File: src/rtl/ifetch_pkg.sv
// Shared types and constants for the instruction-fetch front end.
package ifetch_pkg;

  typedef enum logic [1:0] {
    IDLE  = 2'd0,
    FETCH = 2'd1,
    FLUSH = 2'd2
  } state_e;

  localparam int INSN_BYTES = 4;

  // Width needed to hold an occupancy value from 0 to depth inclusive.
  function automatic int count_width(input int depth);
    return $clog2(depth + 1);
  endfunction

endpackage

File: src/rtl/ifetch_fifo.sv
// Prefetch FIFO of {pc, insn} entries; flush beats push, head reads zero when empty.
module ifetch_fifo #(
  parameter int W     = 64,
  parameter int DEPTH = 4,
  parameter int CW    = 3
) (
  input  logic         clk,
  input  logic         srst,
  input  logic         push_i,
  input  logic         pop_i,
  input  logic         flush_i,
  input  logic [W-1:0] wdata_i,
  output logic         valid_o,
  output logic [W-1:0] head_o,
  output logic [CW-1:0] count_o
);

  localparam int PW = $clog2(DEPTH);
  localparam logic [CW-1:0] FULL = CW'(DEPTH);

  logic [W-1:0]  mem_q [DEPTH];
  logic [PW-1:0] wr_ptr_q;
  logic [PW-1:0] rd_ptr_q;
  logic [CW-1:0] count_q;
  logic          do_push;
  logic          do_pop;

  assign do_pop  = pop_i & ~flush_i & (count_q != '0);
  assign do_push = push_i & ~flush_i & ((count_q != FULL) | do_pop);

  always_ff @(posedge clk) begin
    if (do_push) begin
      mem_q[wr_ptr_q] <= wdata_i;
    end
  end

  always_ff @(posedge clk) begin
    if (srst || flush_i) begin
      wr_ptr_q <= '0;
      rd_ptr_q <= '0;
      count_q  <= '0;
    end else begin
      if (do_push) begin
        wr_ptr_q <= wr_ptr_q + PW'(1);
      end
      if (do_pop) begin
        rd_ptr_q <= rd_ptr_q + PW'(1);
      end
      if (do_push && !do_pop) begin
        count_q <= count_q + CW'(1);
      end else if (do_pop && !do_push) begin
        count_q <= count_q - CW'(1);
      end
    end
  end

  assign valid_o = (count_q != '0);
  assign head_o  = valid_o ? mem_q[rd_ptr_q] : '0;
  assign count_o = count_q;

endmodule

File: src/rtl/ifetch_unit.sv
// Instruction-fetch engine: one outstanding word read, prefetch FIFO, redirect with
// flush of buffered and in-flight fetches.
module ifetch_unit
  import ifetch_pkg::*;
#(
  parameter int            AW       = 32,
  parameter int            DW       = 32,
  parameter int            DEPTH    = 4,
  parameter logic [AW-1:0] RESET_PC = '0
) (
  input  logic          clock,
  input  logic          reset,
  output logic          m_req,
  output logic [AW-1:0] m_addr,
  input  logic          m_ack,
  input  logic [DW-1:0] m_rdata,
  input  logic          redirect,
  input  logic [AW-1:0] redirect_pc,
  output logic          ir_valid,
  output logic [DW-1:0] ir,
  output logic [AW-1:0] ir_pc,
  input  logic          ir_ready
);

  localparam int            CW      = count_width(DEPTH);
  localparam int            FW      = AW + DW;
  localparam logic [AW-1:0] STEP    = AW'(INSN_BYTES);
  localparam logic [CW:0]   DEPTH_W = (CW+1)'(DEPTH);

  state_e        state_q;
  logic          m_req_q;
  logic [AW-1:0] m_addr_q;
  logic [AW-1:0] next_pc_q;

  logic [AW-1:0] target_pc;
  logic [AW-1:0] addr_inc;
  logic          fifo_push;
  logic          fifo_pop;
  logic          fifo_valid;
  logic [CW-1:0] fifo_count;
  logic [FW-1:0] fifo_head;
  logic [CW:0]   count_after;
  logic          room_after_push;
  logic          room_now;

  assign target_pc = redirect_pc & ~AW'(3);
  assign addr_inc  = m_addr_q + STEP;

  // Redirect wins over both the pop from decode and the push of returning data.
  assign fifo_pop  = fifo_valid & ir_ready & ~redirect;
  assign fifo_push = (state_q == FETCH) & m_ack & ~redirect;

  assign count_after     = {1'b0, fifo_count} + (CW+1)'(1) - (CW+1)'(fifo_pop);
  assign room_after_push = (count_after < DEPTH_W);
  assign room_now        = ({1'b0, fifo_count} < DEPTH_W) | fifo_pop;

  always_ff @(posedge clock) begin
    if (reset) begin
      state_q   <= IDLE;
      m_req_q   <= 1'b0;
      m_addr_q  <= RESET_PC;
      next_pc_q <= RESET_PC;
    end else begin
      case (state_q)
        IDLE: begin
          if (redirect) begin
            next_pc_q <= target_pc;
            m_addr_q  <= target_pc;
            state_q   <= FETCH;
            m_req_q   <= 1'b1;
          end else if (room_now) begin
            m_addr_q <= next_pc_q;
            state_q  <= FETCH;
            m_req_q  <= 1'b1;
          end
        end
        FETCH: begin
          if (m_ack && redirect) begin
            m_addr_q  <= target_pc;
            next_pc_q <= target_pc;
          end else if (m_ack) begin
            next_pc_q <= addr_inc;
            if (room_after_push) begin
              m_addr_q <= addr_inc;
            end else begin
              state_q <= IDLE;
              m_req_q <= 1'b0;
            end
          end else if (redirect) begin
            // Address must stay on the bus until the pending ack arrives.
            next_pc_q <= target_pc;
            state_q   <= FLUSH;
          end
        end
        FLUSH: begin
          if (redirect) begin
            next_pc_q <= target_pc;
          end
          if (m_ack) begin
            m_addr_q <= redirect ? target_pc : next_pc_q;
            state_q  <= FETCH;
          end
        end
        default: begin
          state_q <= IDLE;
          m_req_q <= 1'b0;
        end
      endcase
    end
  end

  ifetch_fifo #(
    .W     (FW),
    .DEPTH (DEPTH),
    .CW    (CW)
  ) u_fifo (
    .clk     (clock),
    .srst    (reset),
    .push_i  (fifo_push),
    .pop_i   (fifo_pop),
    .flush_i (redirect),
    .wdata_i ({m_addr_q, m_rdata}),
    .valid_o (fifo_valid),
    .head_o  (fifo_head),
    .count_o (fifo_count)
  );

  assign m_req    = m_req_q;
  assign m_addr   = m_addr_q;
  assign ir_valid = fifo_valid;
  assign ir       = fifo_head[DW-1:0];
  assign ir_pc    = fifo_head[FW-1:DW];

endmodule

File: config.mk
export PLATFORM = sky130hd
export DESIGN_NAME = ifetch_unit
export DESIGN_NICKNAME = d
export VERILOG_FILES = /design/src/rtl/ifetch_pkg.sv /design/src/rtl/ifetch_fifo.sv /design/src/rtl/ifetch_unit.sv
export SDC_FILE = /design/constraint.sdc
export NUM_CORES = 1
export LEC_CHECK = 0
export BUFFER_PORTS_ARGS = -buffer_cell sky130_fd_sc_hd__buf_2
export CORE_UTILIZATION = 53
export DETAILED_ROUTE_END_ITERATION = 8
export GPL_ROUTABILITY_DRIVEN = 0
export MAX_ROUTING_LAYER = met4
export PLACE_DENSITY = 0.75
export SLEW_MARGIN = 20
export SYNTH_ARGS = -nofsm -noshare
export SYNTH_HDL_FRONTEND = slang
export SYNTH_SLANG_ARGS = --single-unit
File: constraint.sdc
create_clock -name clock -period 3.5 [get_ports clock]
set_input_delay 0.35 -clock clock [delete_from_list [all_inputs] [get_ports clock]]
set_output_delay 0.35 -clock clock [all_outputs]
set_load 0.03 [all_outputs]
==> results of run 1 <==
==> flip-flops by register name, summed over array words and instances, names as in the netlist, named ones only <==
register / count
next_pc_q: 32
u_fifo.wr_ptr_q: 2
u_fifo.rd_ptr_q: 2
u_fifo.mem_q: 256
m_req: 1
u_fifo.count_o: 3
state_q: 2
m_addr: 32
==> critical path: stages (launching register included) <==
cell	delay [ns]
dfxtp_4	0.74
buf_12	0.32
mux4_2	0.53
and2_1	0.18
buf_2	0.17
==> placed cells by master, fill, tap and decap left out, types with 9 or more instances in the layout <==
master       n
a221oi_1    10
nor2_1      55
o32ai_1     10
nand3_1     13
inv_1       17
o21ai_0     37
buf_4       36
nor4_1      13
xnor2_1     14
nand2b_1     9
edfxtp_1   256
a21oi_1     44
dfxtp_1     74
buf_2      164
clkbuf_16   36
a211oi_1    10
o31a_1      10
nand2_1     63
o211ai_1    10
mux2i_1     15
a22oi_1     21
nand4_1     15
o221ai_1    13
o22ai_1     10
nor3_1      14
mux4_2      64
and2_1      70
==> final timing paths <==
| check | end | startpoint | slack, ns | depth (start not counted) |
|---|---|---|---|---|
| min reg2reg | next_pc_q[2] | next_pc_q[2] | 0.51 | 2 |
| min | u_fifo.mem_q[1][17] | m_rdata[17] | 0.05 | 1 |
| max | ir[31] | flip-flop | 0.68 | 4 |
| max reg2reg | m_addr[31] | m_addr[15] | 0.72 | 5 |
==> power by group through the flow <==
stage / Combinational, mW / Clock [mW] / Sequential [mW]
floorplan: 0.522 / 0 / 4.61
detailed placement: 0.922 / 0 / 4.56
CTS: 0.925 / 3.60 / 4.48
global placement: 0.899 / 0 / 4.55
global route: 0.999 / 3.76 / 4.49
finish: 0.936 / 3.54 / 4.48
==> final cells by class <==
cell class              count  area (µm²)  share of cell area
flip-flops and latches    332        9214              0.5358
inverters                  18       67.56            0.003929
diodes                      3       7.507           0.0004366
multi-input cells         645        5185              0.3015
repair buffers            203        1151             0.06694
clock inverters            20       163.9            0.009532
well taps                 372       465.4             0.02707
clock buffers              44       940.9             0.05472
==> Yosys cell counts (5+ instances only) <==
master	count	area [µm²]
a31oi_1	8	50.05
clkbuf_1	54	202.7
buf_2	8	40.04
mux2_2	7	78.83
and2_1	74	462.9
o21ai_0	37	185.2
inv_1	17	63.81
o31ai_1	5	37.54
nor2b_1	7	43.79
a211oi_1	10	75.07
xor2_1	6	52.55
o221ai_1	13	113.9
mux2i_1	15	150.1
a221oi_1	10	87.58
xnor2_1	14	122.6
o22a_1	6	52.55
nor2_1	56	210.2
a22o_1	5	43.79
o32ai_1	10	87.58
mux4_2	64	1441
and4_1	6	52.55
or3_1	7	43.79
nand3_1	13	65.06
o211ai_1	10	75.07
nand4_1	15	93.84
nand2_1	63	236.5
nor3_1	14	70.07
dfxtp_1	76	1521
nand2b_1	9	56.30
edfxtp_1	256	7687
buf_1	9	33.78
ha_1	6	75.07
o31a_1	10	87.58
nor4_1	13	81.33
a21oi_1	44	220.2
a22oi_1	21	157.7
o22ai_1	10	62.56
==> per-stage QoR <==
stage / cell area [µm²] / cells / hold slack (ns)
2_1_floorplan: 14730 / 1066 / 0.4489
3_3_place_gp: 16080 / 1570 / 0.4939
3_5_place_dp: 16080 / 1570 / 0.5010
4_1_cts: 17190 / 1634 / 0.03375
5_1_grt: 17200 / 1637 / 0.04400
6_report: 17200 / 1637 / 0.05189
==> logic make-up (layout without fill, tap and decap cells) <==
group / count (synthesis) / in the layout / synth area share
AO/OA/AOI/OAI: 237 / 237 / 0.1132
adder cells (fa/ha/maj): 7 / 7 / 0.006456
XOR/XNOR: 20 / 20 / 0.01189
AND/OR/NAND/NOR: 295 / 295 / 0.1065
flip-flops: 332 / 332 / 0.6252
other: 0 / 3 / 0
multiplexers: 86 / 86 / 0.1134
buffers and inverters: 89 / 285 / 0.02336
==> layer usage <==
layer	global-route usage	wire length [µm]	vias up
li1	-	-	4563
met1	0.3593	15060	5063
met2	0.4050	17200	578
met3	0.04606	3333	73
met4	0.08617	869	0
met5	-	0	-
==> results by group, run 1 <==
Clock tree
  • CTS Buf Count: 35
  • Root Driver: clkbuf_16
  • Htree depth: 2
  • Clk_lat worst skew: a little over 0.5 ns
  • Resize count post-CTS: 0
  • CTS max path bufs: 3
  • CTS tree: done
  • Post-CTS Setup Bufs: 0
  • Hold-fix buffers at CTS: 0
  • Clock-pin slew on the worst setup and hold paths: 0.06 ns
  • Sinks on Clock Net: 332

Placement
  • Number of port buffers: 164
  • Pre-CTS WS: 0.8009 ns
  • DP Wirelength: roughly 23000 µm

Layout
  • Area delta synth->final: 16.74%
  • Nets: 1311
  • Utilization after layout: 0.6345
  • Layout cell share with drive strength beyond 1: 0.2718
  • FILL cells: 1996

STA
  • Clock Skews: ~0.016 ns
  • Final setup vio count: 0
  • Final worst slack: 0.6793 ns
  • Period minus WS final: 2.821 ns
  • Unrepaired setup endpoints after global routing: no
  • Period utilization: 0.8059
  • Max-slew violations: 0
  • Worst Tran Pin Value: 1.011 ns
  • Fin. Hold Viols: 0
  • Post-route setup TNS: 0 ns
  • Fmax: 354.5 MHz
  • Relative slew slack: 0.3260

Route
  • First DRT Iteration DRCs: between 1000 and 1500
  • Vias/cell: 6.278
  • TritonRoute pass-1 iters: 6
  • Routed WL per cell: 22.28 µm
  • DR vias: 10277
  • Routed WL: ~36000 µm
  • Routed Antenna Nets: 0
  • DRC viols: 0

Power and ir drop
  • Internal Power: 6.754 mW
  • Total Power: 8.956 mW
  • Switching power total: 2.201 mW
  • Cell area power density: 520.8 mW/mm²
  • Clock share of power: 0.395
  • Peak supply drop: 0.2619 mV
  • Comb pwr share: 0.105
  • Flop pwr share: 0.500
  • Sw frac: 0.2458
  • Leakage: about 6.0 nW

Synth
  • Asr flop ratio synth: 0
  • Mapped Cells: around 1100
  • Warnings, synthesis: 0
  • Mapped Area: 0.01473 mm²
  • Post-synthesis sequential area ratio: 0.6252
  • EDFF count, synth: about 260
  • Avg Cell Area, Syn: 13.82 µm²
  • Yosys reg bits: 332
  • Synth Net Count: between 1000 and 1500
  • Primary FF master, synth: edfxtp_1
  • Synth cell types: 70

Worst setup path
  • WS Path Type: reg -> out
  • CP Data Required Time: 3.15 ns
  • CP endpoint kind: primary output
  • CP Max Fanout: 28
  • Crit start category: flip-flop
  • WP data arrival: 2.47 ns

Global routing
  • Initial antenna violation count: 3
  • First-pass GRT wire length: approximately 56000 µm
  • Tot GR Track Use: 0.2637
  • Vias in the first global route: 9969
  • GRT overflow: 0
  • Largest net degree at the start of global routing: 66

Floorplanning
  • Chip Height: 168.7 µm
  • Core area: 0.02710 mm²
  • Rows: 60
  • Initial Util: 0.5435
  • Die Span X: 168.7 µm
  • IO Count: 167
  • Die ar.: 0.02846 mm²

Hold path
  • Hold WC Path Type: in -> reg

Flow run
  • Total of max-cap violations: 0

Status
  • Run status: finished, final reports clean
Power figures use the tool's default switching activity.
==> run 2: changes to the inputs <==
--- a/config.mk
+++ b/config.mk
@@ -6,11 +6,11 @@
 export NUM_CORES = 1
 export LEC_CHECK = 0
 export BUFFER_PORTS_ARGS = -buffer_cell sky130_fd_sc_hd__buf_2
-export CORE_UTILIZATION = 53
+export CORE_UTILIZATION = 54
 export DETAILED_ROUTE_END_ITERATION = 8
 export GPL_ROUTABILITY_DRIVEN = 0
 export MAX_ROUTING_LAYER = met4
-export PLACE_DENSITY = 0.75
+export PLACE_DENSITY = 0.74
 export SLEW_MARGIN = 20
 export SYNTH_ARGS = -nofsm -noshare
 export SYNTH_HDL_FRONTEND = slang
==> constraint.sdc (replaced) <==
create_clock -name clock -period 2.78 [get_ports clock]
set_input_delay 0.278 -clock clock [delete_from_list [all_inputs] [get_ports clock]]
set_output_delay 0.278 -clock clock [all_outputs]
set_load 0.03 [all_outputs]
==> run 2 against run 1 <==
Net effect: routed wire length increased by 2.5%; cell count grew 1.6%; sequential share of layout area down 1.6 points; utilization increased by 2.5 points; via count is 1.3% higher; count of clock-buffer cells in the layout grew 6; combinational power rose by 38%; die area shrank 1.8%; total power grew 26%; largest cell class unchanged.
==> results by group, run 2 (synthesis gave the netlist of run 1 again) <==
Global routing
  • Vias in the first global route: 10113 (+1.4%)
  • Largest net degree at the start of global routing: 66 (unchanged)
  • GRT overflow: 0 (unchanged)
  • Initial antenna violation count: 2 (-1)
  • Tot GR Track Use: 0.2744 (+0.01063)
  • First-pass GRT wire length: 57300 µm (+2.1%)

Clock tree
  • Root Driver: clkbuf_16
  • Resize count post-CTS: 0 (unchanged)
  • CTS tree: done
  • Hold-fix buffers at CTS: 32 (+32)
  • Post-CTS Setup Bufs: 0 (unchanged)
  • CTS Buf Count: 36 (+2.9%)
  • Clk_lat worst skew: 0.51 ns (about the same)
  • CTS max path bufs: 3 (unchanged)
  • Sinks on Clock Net: 332 (unchanged)
  • Htree depth: 2 (unchanged)
  • Clock-pin slew on the worst setup and hold paths: 0.06 ns (about the same)

Status
  • Run status: finished, final reports clean

Power and ir drop
  • Cell area power density: 638.9 mW/mm² (+23%)
  • Peak supply drop: 0.4037 mV (+54%)
  • Leakage: 6.305 nW (+4.6%)

Layout
  • Layout cell share with drive strength beyond 1: 0.2818 (+0.01003)
  • Area delta synth->final: 20.31%
  • Commonest non-fill, non-tap cell in the layout: edfxtp_1
  • FILL cells: 1930 (-3.3%)
  • Most frequent cells in the layout: 256 x edfxtp_1, 164 x buf_2, 74 x dfxtp_1
  • Max reg flops: 256 (unchanged)
  • Reg with most FFs: u_fifo.mem_q
  • Nets: 1369 (+4.4%)
  • Finished Layout Cells: 1663 (+1.6%)

Worst setup path
  • Worst r2r dst: next_pc_q[18]
  • Reg2reg start: m_addr[15]
  • Crit start category: flip-flop
  • FF-to-FF setup slack: 0.25 ns (-0.47 ns)
  • CP Data Required Time: 2.50 ns (-0.65 ns)
  • CP Max Fanout: 21 (-25%)
  • CP endpoint kind: primary output
  • WP data arrival: 2.32 ns (-0.15 ns)
  • R2R depth: 5 (unchanged)
  • WS Path Type: reg -> out

STA
  • Fin Hold WS: 0.05803 ns (+0.006140 ns)
  • Fmax: 385.5 MHz
  • Unrepaired setup endpoints after global routing: no
  • Fin. Hold Viols: 0 (unchanged)
  • Clock Skews: 0.01181 ns (-0.003709 ns)
  • Worst Tran Pin Value: 0.9364 ns (-0.07459 ns)
  • Post-route setup TNS: 0 ns (unchanged)
  • Max-slew violations: 0 (unchanged)
  • Final setup vio count: 0 (unchanged)
  • Relative slew slack: 0.3734 (+0.04742)
  • Period minus WS final: roughly 2.6 ns
  • Period utilization: 0.9332

Placement
  • Inst Count DP: 1564 (-0.38%)
  • DP Wirelength: 23770 µm (+2.1%)
  • Number of port buffers: 164 (unchanged)

Route
  • Vias/cell: 6.257 (-0.33%)
  • Routed WL: 37380 µm (+2.5%)
  • TritonRoute pass-1 iters: 8 (+2)
  • DR vias: 10406 (+1.3%)
  • Routed Antenna Nets: 0 (unchanged)
  • First DRT Iteration DRCs: 1105 (-6.2%)
  • DRC viols: 0 (unchanged)
  • Routed WL per cell: 22.48 µm (+0.89%)

Floorplanning
  • Initial Util: 0.5480 (+0.004554)
  • Die ar.: 0.02794 mm² (-1.8%)
  • Core area: 0.02688 mm² (-0.83%)
  • Rows: 60 (unchanged)
  • IO Count: 167 (unchanged)
  • Die Span X: 167.2 µm (-0.92%)
  • Chip Height: 167.2 µm (-0.92%)

Hold path
  • Hold WC Path Type: in -> reg
  • Hold Path Origin: redirect_pc[16]
  • WHS Endpoint: next_pc_q[16]
  • Hold path depth: 3 (+2)

Flow run
  • Total of max-cap violations: 0 (unchanged)
## run 2: cell types whose count changed in the layout (fill, tap and decap cells not counted)
cell / change
dlygate4sd3_1: +32
clkinv_1: -5
inv_6: +2
clkinv_2: +3
buf_4: +20
diode_2: -1
clkinvlp_2: -2
buf_12: +5
clkbuf_8: +4
clkbuf_1: +2
clkinv_4: -2
clkinvlp_4: +1
bufinv_16: -2
## run 2: power breakdown
group          switching (mW)  internal (mW)  leakage, nW
Sequential              0.111           5.49         2.95
Combinational           0.816          0.472         2.81
Clock                    1.89           2.54        0.545
## run 2: critical path, stage by stage, from the launching register on
cell and delay [ns]:
dfxtp_4 0.65, buf_12 0.26, mux4_2 0.53, and2_1 0.18, buf_2 0.17
## run 2: how the worst max path moves through the flow
stage          startpoint  depth (start not counted)                  to
2_1_floorplan       m_ack                          6  u_fifo.mem_q[0][0]
3_3_place_gp   m_addr[15]                          5       next_pc_q[18]
3_5_place_dp   m_addr[15]                          5          m_addr[31]
4_1_cts         flip-flop                          4               ir[4]
5_1_grt         flip-flop                          4               ir[9]
6_report        flip-flop                          4               ir[4]
## run 2: layout make-up
cell class | instances | area [µm²] | share of cell area
repair buffers | 260 | 1722 | 0.09715
diodes | 2 | 5.005 | 0.0002824
multi-input cells | 645 | 5185 | 0.2926
clock buffers | 50 | 1003 | 0.05663
well taps | 341 | 426.7 | 0.02408
flip-flops and latches | 332 | 9214 | 0.5199
clock inverters | 15 | 97.59 | 0.005507
inverters | 18 | 67.56 | 0.003813
## run 2: stage by stage
| stage | util | instance area (µm²) | setup slack, ns | total power [mW] |
|---|---|---|---|---|
| global route | 0.6594 | 17720 | 0.06815 | 11.67 |
| detailed placement | 0.6063 | 16290 | 0.2679 | 6.932 |
| CTS | 0.6592 | 17720 | 0.1171 | 11.38 |
| global placement | 0.6063 | 16290 | 0.3471 | 6.903 |
| finish | 0.6594 | 17720 | 0.1856 | 11.32 |
| floorplan | - | 14730 | 0.05704 | 6.459 |
## run 2: layer usage
layer / part of all wire / global-route usage / up-vias
li1: - / - / 4662
met4: 0.024 / 0.08257 / 0
met3: 0.081 / 0.04396 / 70
met1: 0.42 / 0.3703 / 5137
met2: 0.48 / 0.4322 / 537
met5: 0 / - / -
